### config.mk
export PLATFORM = sky130hd
export DESIGN_NAME = clock_divider_ff
export DESIGN_NICKNAME = d
export VERILOG_FILES = /design/src/rtl/clock_divider_ff_pkg.sv /design/src/rtl/clock_divider_ff.sv
export SDC_FILE = /design/constraint.sdc
export NUM_CORES = 1
export LEC_CHECK = 0
export ABC_AREA = 1
export CAP_MARGIN = 15
export CORE_UTILIZATION = 45
export DETAILED_ROUTE_END_ITERATION = 8
export HOLD_SLACK_MARGIN = 0.08
export PLACE_DENSITY_LB_ADDON = 0.2
export REMOVE_ABC_BUFFERS = 1
export SYNTH_ARGS = -nofsm -noshare
export SYNTH_HDL_FRONTEND = slang
export SYNTH_SLANG_ARGS = --single-unit
export TNS_END_PERCENT = 1
### constraint.sdc
create_clock -name clk -period 1.7 [get_ports clk]
set_input_delay 0.17 -clock clk [delete_from_list [all_inputs] [get_ports clk]]
set_output_delay 0.17 -clock clk [all_outputs]
set_load 0.01 [all_outputs]
### src/rtl/clock_divider_ff_pkg.sv
// Shared helpers for rate-derived blocks (divider, NCO, and friends).
package clock_divider_ff_pkg;

  // Counter width for a modulus: ceil(log2(value)), never less than one bit.
  function automatic int clog2_min1(input int value);
    int r;
    r = $clog2(value);
    return (r < 1) ? 1 : r;
  endfunction

  // Integer division ratio between two frequencies.
  // A zero output frequency yields 0, which callers treat as illegal.
  function automatic int div_ratio(input int clk_freq, input int out_freq);
    if (out_freq <= 0) return 0;
    return clk_freq / out_freq;
  endfunction

endpackage

### src/rtl/clock_divider_ff.sv
// Fully registered integer clock divider.
// clk_out is low for LOW cycles, then high for HIGH cycles, giving one period
// every DIV cycles of clk. tick is a one-cycle strobe on the first high cycle,
// so consumers can run on clk with a clock enable.
module clock_divider_ff
  import clock_divider_ff_pkg::*;
#(
  parameter int CLK_FREQ = 50_000_000,
  parameter int OUT_FREQ = 48_000
) (
  input  logic clk,
  input  logic rst,
  output logic clk_out,
  output logic tick
);

  localparam int DIV  = div_ratio(CLK_FREQ, OUT_FREQ);
  localparam int LOW  = DIV / 2;
  localparam int HIGH = DIV - LOW;
  localparam int CW   = clog2_min1(DIV);

  localparam logic [CW-1:0] LAST_C = CW'(DIV - 1);
  localparam logic [CW-1:0] LOW_C  = CW'(LOW);

  // Reject configurations that cannot produce an output clock.
  if (OUT_FREQ == 0) begin : g_err_zero_out
    $error("clock_divider_ff: OUT_FREQ must be non-zero");
  end
  if (DIV == 0) begin : g_err_zero_div
    $error("clock_divider_ff: OUT_FREQ exceeds CLK_FREQ");
  end
  if (HIGH - LOW > 1) begin : g_err_phase
    $error("clock_divider_ff: phase split is inconsistent");
  end

  logic [CW-1:0] count;
  logic [CW-1:0] count_next;

  // Modulo-DIV successor of the phase counter.
  always_comb begin
    count_next = (count == LAST_C) ? '0 : count + CW'(1);
  end

  // Phase counter plus output flops; both outputs are decoded from the
  // upcoming count so they land in the same cycle as the count they describe.
  always_ff @(posedge clk) begin
    if (rst) begin
      count   <= '0;
      clk_out <= 1'b0;
      tick    <= 1'b0;
    end else begin
      count   <= count_next;
      clk_out <= (count_next >= LOW_C);
      tick    <= (count_next == LOW_C);
    end
  end

endmodule

* Word-level counts from Yosys, hierarchy flattened
Index checks and enable logic that the tools add are counted.
Cells by class: bitwise logic cells 0, magnitude comparators 1, reduce and logical (&&, ||, !) cells 0, divide/modulo/power cells 0, eq/ne operators 2, add/subtract/negate cells 1, shift-type cells 0, multiply operators 0, mux-type cells 1
Operators with widths (number):
- 11-bit by 1-bit adder with 11-bit output (second input constant) | 1
- 11-bit by 10-bit equality test with 1-bit output (second input constant) | 1
- 11-bit equality test (second input constant) | 1
- 11-bit by 10-bit greater-or-equal comparator with 1-bit output (second input constant) | 1
- 11-bit two-way mux | 1
Word-level totals: output and inout port bits 2, bits in read-only memories 0, input bits 2, memories kept 0, bits in writable memories 0, register bits 13, bits in latches 0

* Longest topological paths before layout
Gate-level depths: netlist of run 1.
depth in word-level cells 3, depth in mapped cells 11, mapped depth without buffers 11

* Least setup slack after synthesis of run 1
Ideal clock, no wire load.
kind register to register, start point register count[1], end point register clk_out, stages on the path, launching flop included 11, path buffers 0, clock period less this slack 1327 ps, setup slack 373 ps, setup time 114 ps, arrival 1213 ps, required time 1586 ps, cells stage by stage dfxtp_1 -> ha_1 -> nand2_2 -> nor2_4 -> nand3_1 -> nand2_2 -> nand2_1 -> inv_1 -> nand3_2 -> nand2_1 -> a21oi_2
On the way: word-level cells in the longest chain between the ends 3, elaborated cells between the ends (all ways) 4
Ends and longest elaborated chain:
- from (decl) | line clock_divider_ff.sv:36 | logic [CW-1:0] count;
- from (signal assigned) | line clock_divider_ff.sv:52 | count <= count_next;
- 11-bit by 1-bit adder with 11-bit output / 11-bit equality test (equally long branches) | line clock_divider_ff.sv:41 | count_next = (count == LAST_C) ? '0 : count + CW'(1);
- 11-bit two-way mux (*) | line clock_divider_ff.sv:41
- 11-bit by 10-bit greater-or-equal comparator with 1-bit output (*) | line clock_divider_ff.sv:53 | clk_out <= (count_next >= LOW_C);
- to (signal assigned) | line clock_divider_ff.sv:53
- to (decl) | line clock_divider_ff.sv:13 | output logic clk_out,
Mark *: on every way between the ends. The rest lies on a longest branch, timed or not. A chain may end at the register's enable or synchronous reset.

* Worst setup path after layout of run 1
Same ends and word-level chain as after synthesis.

==> flow_metrics.env, run 1 <==
export IMPL_fp_dieH_um=42.8
export IMPL_clock_latency_ns=0.27
export IMPL_drive_above_1_share_pct=16.4
export IMPL_slew_headroom_pct=81.3
export IMPL_synth_ff_type="dfxtp_1"
export IMPL_peakVddDrop_uv=365
export IMPL_die_w_um=42.8
export IMPL_p_leak_nw=0.410
export IMPL_hold_violations=0
export IMPL_holdBufCountCts=0
export IMPL_clockRootBuffer="clkbuf_4"
export IMPL_drv_cap=0
export IMPL_antenna_found_initial=0
export IMPL_end_kind="flip-flop"
export IMPL_ys_seq_elements=13
export IMPL_worstSetupStartpointType="flip-flop"
export IMPL_skew_ns=0.00259
export IMPL_htree_levels=1
export IMPL_holdWs_ns=0.608
export IMPL_worstPathRequired_ns=1.86
export IMPL_track_usage_pct=18.4
export IMPL_grt_pass1_wl_um=2510
export IMPL_io_buffer_count=3
export IMPL_final_nets=127
export IMPL_drt_first_pass_iters=4
export IMPL_start_util_pct=49.1
export IMPL_netlist_instances=115
export IMPL_cts_tree="yes"
export IMPL_routed_via_density=4.80
export IMPL_synth_async_reset_ratio_pct=0
export IMPL_cp_arrival_ns=1.70
export IMPL_synth_area_um2=748
export IMPL_post_route_drc_count=0
export IMPL_placed_cell_area_um2=802
export IMPL_totalWireLength_um=1470
export IMPL_rows=14
export IMPL_synth_top_area_share_pct=34.8
export IMPL_grt_pass1_vias=584
export IMPL_synth_commonest_cells="32 x nand2_1, 23 x nor2_1, 16 x inv_1, 13 x dfxtp_1"
export IMPL_area_delta_synth_final_pct=10.7
export IMPL_rsz0062_at_grt="no"
export IMPL_dp_final_hpwl_um=1140
export IMPL_synth_edff_count=0
export IMPL_postCtsSetupBuffers=0
export IMPL_synth_area_leader_cell="dfxtp_1"
export IMPL_n_antenna_cell=0
export IMPL_ys_top_cells_by_area="dfxtp_1 35%, nand2_1 16%, nor2_1 12%"
export IMPL_synth_warnings=0
export IMPL_tightest_slew_ns=0.280
export IMPL_critical_path_class="reg -> reg"
export IMPL_core_area_mm2=0.00152
export IMPL_gp_congestion=0.862
export IMPL_synth_most_common_cell="nand2_1"
export IMPL_period_share_pct=90.9
export IMPL_ant_nets=0
export IMPL_cts_sinks=13
export IMPL_wl_per_cell_um=10.6
export IMPL_finalSetupViolCount=0
export IMPL_slew_viol_final=0
export IMPL_clock_path_buffers=2
export IMPL_powerDensity_mw_per_mm2=652
export IMPL_syn_avg_cell_area_um2=6.51
export IMPL_die_area_mm2=0.00183
export IMPL_drt_iter0_markers=9
export IMPL_seq_area_frac_synth_pct=34.8
export IMPL_numCtsBuffers=3
export IMPL_hp_class="reg -> reg"
export IMPL_outcome="finished clean"
export IMPL_vias=662
export IMPL_ys_types=20
export IMPL_min_period_ns=1.55
export IMPL_fmax_mhz=647
export IMPL_setup_tns_ns=0
export IMPL_cp_max_fo=4
export IMPL_clk_pin_slew_ns=0.07
export IMPL_grt_max_degree=8
export IMPL_design_area_um2=828
export IMPL_cts_resized=0
export IMPL_num_io_pins=4
export IMPL_grt_ovfl_total=0
==> per-layer routing <==
metal | vias to the layer above | share of wire (%) | wire, µm | global-route usage, %
li1 | 364 | - | - | -
met5 | - | 0 | 0 | 0
met4 | 0 | 1.2 | 17 | 11.3
met1 | 288 | 55 | 802 | 25.7
met3 | 2 | 1.9 | 28 | 2.55
met2 | 8 | 42 | 620 | 26.4
==> sequential cells by signal (all words and copies together), names as in the netlist <==
name,count
tick,1
count,11
clk_out,1
==> stage by stage <==
step	util, %	std cells	worst slack (ns)	power [W]
detailed placement	52.6	134	0.203	0.000363
global route	54.4	138	0.0452	0.000576
floorplan	-	114	0.373	0.000349
CTS	54.4	138	0.156	0.000548
finish	54.4	138	0.154	0.000540
global placement	52.6	134	0.241	0.000363
==> worst max-delay path, stage by stage, from the launching register on <==
cell and delay (ns):
dfxtp_1 0.39, ha_1 0.23, nand2_2 0.09, nor2_4 0.16
nand3_1 0.10, nand2_2 0.11, nand2_1 0.06, inv_1 0.08
nand3_2 0.07, nand2_1 0.08, a21oi_2 0.05
==> final timing paths <==
path / startpoint / endpoint / cells past startpoint / slack, ns
min: count[10] / count[10] / 3 / 0.61
max: count[1] / clk_out / 10 / 0.15
max reg2reg: count[1] / clk_out / 10 / 0.15
min reg2reg: count[10] / count[10] / 3 / 0.61
==> logic make-up (layout without fill, tap and decap cells) <==
group | count (synthesis) | count (layout) | synth area share (%)
and+or+nand+nor | 77 | 77 | 47.8
buffers and inverters | 18 | 25 | 9.03
DFF | 13 | 13 | 34.8
AOI/OAI and AO/OA | 5 | 5 | 5.02
adders and majority gates | 2 | 2 | 3.34
==> power by group <==
part	internal [W]	switching, W	leakage [nW]
clock	0.0000908	0.0000929	0.0150
combinational	0.0000153	0.0000236	0.289
sequential	0.000310	0.00000734	0.105
==> layout by cell type, fill, tap and decap left out, types with 5 or more instances in the layout <==
cell type,count
nor2_1,23
nand2_2,5
dfxtp_1,13
inv_1,16
nand3_1,5
nand2_1,32
==> cell type report <==
type	count	area (µm²)
clock buffers	4	26.3
fillers	139	696
inverters	17	63.8
multi-input cells	84	420
flip-flops and latches	13	260
well taps	16	20.0
repair buffers	4	37.5
Power figures use the tool's default switching activity.
==> inputs of run 2 (changes only) <==
--- a/config.mk
+++ b/config.mk
@@ -9,9 +9,11 @@
 export CAP_MARGIN = 15
 export CORE_UTILIZATION = 45
 export DETAILED_ROUTE_END_ITERATION = 8
+export GPL_TIMING_DRIVEN = 0
 export HOLD_SLACK_MARGIN = 0.08
 export PLACE_DENSITY_LB_ADDON = 0.2
 export REMOVE_ABC_BUFFERS = 1
+export SKIP_CTS_REPAIR_TIMING = 1
 export SYNTH_ARGS = -nofsm -noshare
 export SYNTH_HDL_FRONTEND = slang
 export SYNTH_SLANG_ARGS = --single-unit
==> run 2 against run 1 <==
Net effect:
- global-route usage is 0.42 points higher
- hold slack worse by 0.031 ns
- critical path depth is 2 lower
- wire length is 6.2% lower
- utilization stayed put
- setup slack better by 0.075 ns
- combinational power is 4% lower
==> flow_metrics.env, run 2 (synthesis gave the netlist of run 1 again) <==
export IMPL_cts_sinks=13
export IMPL_final_cell_mix="32 x nand2_1, 23 x nor2_1, 16 x inv_1"
export IMPL_grt_max_degree=13
export IMPL_worstReg2RegEnd="tick"
export IMPL_design_area_um2=828
export IMPL_end_kind="flip-flop"
export IMPL_switchingPower_w=0.000121
export IMPL_worstPathRequired_ns=1.86
export IMPL_rsz0062_at_grt="no"
export IMPL_cp_max_fo=4
export IMPL_final_common_cell="nand2_1"
export IMPL_totalWireLength_um=1380
export IMPL_die_area_mm2=0.00183
export IMPL_n_antenna_cell=0
export IMPL_track_usage_pct=18.8
export IMPL_pwr_share_comb_pct=7.0
export IMPL_drt_first_pass_iters=4
export IMPL_htree_levels=1
export IMPL_share_seq_of_total_power_pct=59.2
export IMPL_skew_ns=0.000500
export IMPL_worstSetupStartpointType="flip-flop"
export IMPL_dp_final_hpwl_um=1090
export IMPL_cts_tree="yes"
export IMPL_slew_headroom_pct=70.4
export IMPL_post_route_util_pct=54.4
export IMPL_post_route_drc_count=0
export IMPL_final_nets=126
export IMPL_swShare_pct=22.5
export IMPL_reg2reg_slack_ns=0.23
export IMPL_finalSetupViolCount=0
export IMPL_drv_cap=0
export IMPL_clkPwrFrac_pct=33.8
export IMPL_vias=686
export IMPL_cpMaxStageDelayCell="dfxtp_1"
export IMPL_powerDensity_mw_per_mm2=647
export IMPL_drive_above_1_share_pct=17.4
export IMPL_holdWs_ns=0.577
export IMPL_clock_latency_ns=0.26
export IMPL_path_common_cell="nand2_2"
export IMPL_placed_cell_area_um2=795
export IMPL_clockRootBuffer="clkbuf_4"
export IMPL_cp_arrival_ns=1.64
export IMPL_tightest_slew_ns=0.443
export IMPL_top_register="count"
export IMPL_area_delta_synth_final_pct=10.7
export IMPL_path_cells="ha_2 -> nand2_2 -> nor2_4 -> nand2_2 -> o21ai_1 -> nand3_2 -> nand4_1 -> nor2_1"
export IMPL_drt_iter0_markers=26
export IMPL_slowest_delay_ns=0.38
export IMPL_largest_reg_flops=11
export IMPL_rows=14
export IMPL_grt_pass1_wl_um=2610
export IMPL_start_util_pct=49.1
export IMPL_period_share_pct=86.6
export IMPL_outcome="finished clean"
export IMPL_wl_per_cell_um=10.1
export IMPL_slew_viol_final=0
export IMPL_min_delay_path_depth=3
export IMPL_die_w_um=42.8
export IMPL_numCtsBuffers=3
export IMPL_min_period_ns=1.47
export IMPL_num_io_pins=4
export IMPL_hp_class="reg -> reg"
export IMPL_critical_path_class="reg -> reg"
export IMPL_clock_path_buffers=2
export IMPL_reg2regPathDepth=8
export IMPL_grt_ovfl_total=0
export IMPL_p_leak_nw=0.403
export IMPL_gp_congestion=0.868
export IMPL_r2r_start="count[1]"
export IMPL_hold_violations=0
export IMPL_antenna_found_initial=0
export IMPL_core_area_mm2=0.00152
export IMPL_worst_hold_path_endpoint="count[10]"
export IMPL_fp_dieH_um=42.8
export IMPL_largest_registers="count (11), clk_out (1), tick (1)"
export IMPL_routed_via_density=5.01
export IMPL_peakVddDrop_uv=359
export IMPL_setup_tns_ns=0
export IMPL_io_buffer_count=3
export IMPL_p_int_w=0.000415
export IMPL_clk_pin_slew_ns=0.07
export IMPL_grt_pass1_vias=638
export IMPL_hold_start="count[10]"
export IMPL_fmax_mhz=680
export IMPL_ant_nets=0
## run 2: cell types whose count changed in the layout (fill, tap and decap cells not counted), sizes merged
cell | before | now
buf | 1 | 0
## run 2: routing by layer
metal,GRT usage (%),up-vias,wire length (µm),part of all wire (%)
met3,2.55,2,61,4.4
met2,27.9,13,654,47
li1,-,363,-,-
met1,27.2,308,652,47
met5,0,-,0,0
met4,7.50,0,9,0.65
## run 2: final cells by class
cell class / instances / area (µm²)
clock buffer: 4 / 26.3
inverter: 17 / 63.8
sequential: 13 / 260
tap: 16 / 20.0
multi-input combinational: 84 / 428
fill: 143 / 696
timing repair buffer: 3 / 30.0
## run 2: per-stage QoR
step	power, W	cells	worst slack, ns
final	0.000536	137	0.229
after global routing	0.000569	137	0.0138
after CTS	0.000540	137	0.196
after detailed placement	0.000361	133	0.223
after global placement	0.000360	133	0.240
after floorplan	0.000349	114	0.373
## run 2: worst max-delay path: cells and delay by family, from the launching register on
family | cells | cell delay, ns
flops | 1 | 0.38
fa+ha+maj | 1 | 0.22
simple gates | 6 | 0.60
compound gates | 1 | 0.17
## run 2: worst max-delay path by stage
stage,from,to,slack (ns)
2_1_floorplan,count[1],clk_out,0.37
3_3_place_gp,count[1],clk_out,0.24
3_5_place_dp,count[1],clk_out,0.22
4_1_cts,count[1],tick,0.20
5_1_grt,count[1],tick,0.01
6_report,count[1],tick,0.23
## run 2: power groups by stage
stage,sequential (W),combinational [W],clock [W]
2_1_floorplan,0.000323,0.0000252,0
3_3_place_gp,0.000324,0.0000357,0
3_5_place_dp,0.000324,0.0000365,0
4_1_cts,0.000317,0.0000368,0.000186
5_1_grt,0.000319,0.0000450,0.000204
6_report,0.000317,0.0000373,0.000181
==> inputs of run 3 (changes only) <==
--- a/config.mk
+++ b/config.mk
@@ -7,7 +7,9 @@
 export LEC_CHECK = 0
 export ABC_AREA = 1
 export CAP_MARGIN = 15
-export CORE_UTILIZATION = 45
+export CELL_PAD_IN_SITES_DETAIL_PLACEMENT = 1
+export CELL_PAD_IN_SITES_GLOBAL_PLACEMENT = 2
+export CORE_UTILIZATION = 31
 export DETAILED_ROUTE_END_ITERATION = 8
 export GPL_TIMING_DRIVEN = 0
 export HOLD_SLACK_MARGIN = 0.08
==> run 3 against run 2 <==
Net effect:
- sequential power hardly changed
- via count is 1.5% lower
- sequential share of layout area is 0.47 points lower
- combinational power is 3% higher
==> flow_metrics.env, run 3 (synthesis gave the netlist of run 1 again) <==
export IMPL_cts_tree="yes"
export IMPL_p_leak_nw=0.405
export IMPL_largest_registers="count (11), clk_out (1), tick (1)"
export IMPL_die_w_um=51.1
export IMPL_clockRootBuffer="clkbuf_4"
export IMPL_drv_cap=0
export IMPL_drt_iter0_markers=8
export IMPL_n_fill_cell=303
export IMPL_critical_path_class="reg -> reg"
export IMPL_clk_pin_slew_ns=0.08
export IMPL_slew_viol_final=0
export IMPL_gp_congestion=0.731
export IMPL_routed_via_density=4.54
export IMPL_io_buffer_count=3
export IMPL_outcome="finished clean"
export IMPL_finalSetupViolCount=0
export IMPL_skew_ns=0.00209
export IMPL_slew_headroom_pct=68.1
export IMPL_rows=17
export IMPL_tightest_slew_ns=0.477
export IMPL_final_nets=126
export IMPL_vias=676
export IMPL_rsz0062_at_grt="no"
export IMPL_min_period_ns=1.50
export IMPL_grt_pass1_wl_um=3220
export IMPL_die_area_mm2=0.00261
export IMPL_hp_class="reg -> reg"
export IMPL_setup_tns_ns=0
export IMPL_largest_reg_flops=11
export IMPL_antenna_found_initial=0
export IMPL_final_common_cell="nand2_1"
export IMPL_core_area_mm2=0.00223
export IMPL_htree_levels=1
export IMPL_drive_above_1_share_pct=16.5
export IMPL_clock_latency_ns=0.27
export IMPL_ant_nets=0
export IMPL_start_util_pct=33.5
export IMPL_final_cell_mix="32 x nand2_1, 23 x nor2_1, 16 x inv_1"
export IMPL_track_usage_pct=16.7
export IMPL_n_antenna_cell=0
export IMPL_grt_ovfl_total=0
export IMPL_numCtsBuffers=3
export IMPL_totalWireLength_um=1720
export IMPL_hold_violations=0
export IMPL_powerDensity_mw_per_mm2=651
export IMPL_grt_pass1_vias=761
export IMPL_drt_first_pass_iters=3
export IMPL_fp_dieH_um=51.1
export IMPL_top_register="count"
export IMPL_cts_sinks=13
export IMPL_clock_path_buffers=2
export IMPL_fmax_mhz=667
export IMPL_end_kind="flip-flop"
export IMPL_cp_arrival_ns=1.65
export IMPL_holdWs_ns=0.595
export IMPL_period_share_pct=88.1
export IMPL_wl_per_cell_um=11.5
export IMPL_grt_max_degree=13
export IMPL_area_delta_synth_final_pct=12.4
export IMPL_worstSetupStartpointType="flip-flop"
export IMPL_post_route_drc_count=0
export IMPL_dp_final_hpwl_um=1420
export IMPL_peakVddDrop_uv=378
export IMPL_cp_max_fo=4
export IMPL_num_io_pins=4
export IMPL_worstPathRequired_ns=1.85
run 3: cell count changes in the layout (fill, tap and decap cells not counted):
| cell | previous run | this run |
|---|---|---|
| ha_2 | 1 | 0 |
| ha_1 | 1 | 2 |
run 3: worst paths after layout:
check | start | end | slack, ns | cells past startpoint
max | count[1] | clk_out | 0.20 | 10
min | count[10] | count[10] | 0.59 | 3
max reg2reg | count[1] | clk_out | 0.20 | 10
min reg2reg | count[10] | count[10] | 0.59 | 3
run 3: report_power, final:
part	internal, W	switching (W)	leakage, nW
Clock	0.0000909	0.000100	0.0150
Combinational	0.0000141	0.0000242	0.285
Sequential	0.000310	0.00000739	0.105
Total	0.000415	0.000132	0.405
run 3: critical path: stages, from the launching register on:
cell     delay [ns]
dfxtp_1        0.39
ha_1           0.22
nand2_2        0.09
nor2_4         0.16
nand3_1        0.10
nand2_2        0.11
nand2_1        0.06
inv_1          0.06
nand3_2        0.06
nand2_1        0.07
a21oi_2        0.05
run 3: layer usage:
layer	vias up	global-route usage, %	part of all wire, %	routed length (µm)
met4	0	6.94	0.99	17
met5	-	0	0	0
met2	6	26.8	46	785
li1	361	-	-	-
met3	2	2.68	1.5	25
met1	307	22.1	52	890
run 3: layout make-up:
| class | instances | area, µm² | area share, % |
|---|---|---|---|
| inverters | 17 | 63.8 | 7.59 |
| clock buffers | 4 | 26.3 | 3.13 |
| flip-flops and latches | 13 | 260 | 31.0 |
| repair buffers | 3 | 30.0 | 3.57 |
| multi-input cells | 84 | 425 | 50.6 |
| well taps | 28 | 35.0 | 4.17 |
run 3: stage by stage:
stage                     cell area [µm²]  util (%)  total power (W)  setup WS, ns  std cells
after floorplan                       744         -         0.000349         0.373        114
after global placement                810      36.2         0.000362         0.216        145
after detailed placement              810      36.2         0.000363         0.181        145
after CTS                             836      37.4         0.000560         0.162        149
after global routing                  841      37.6         0.000574       0.00224        149
final                                 841      37.6         0.000547         0.202        149
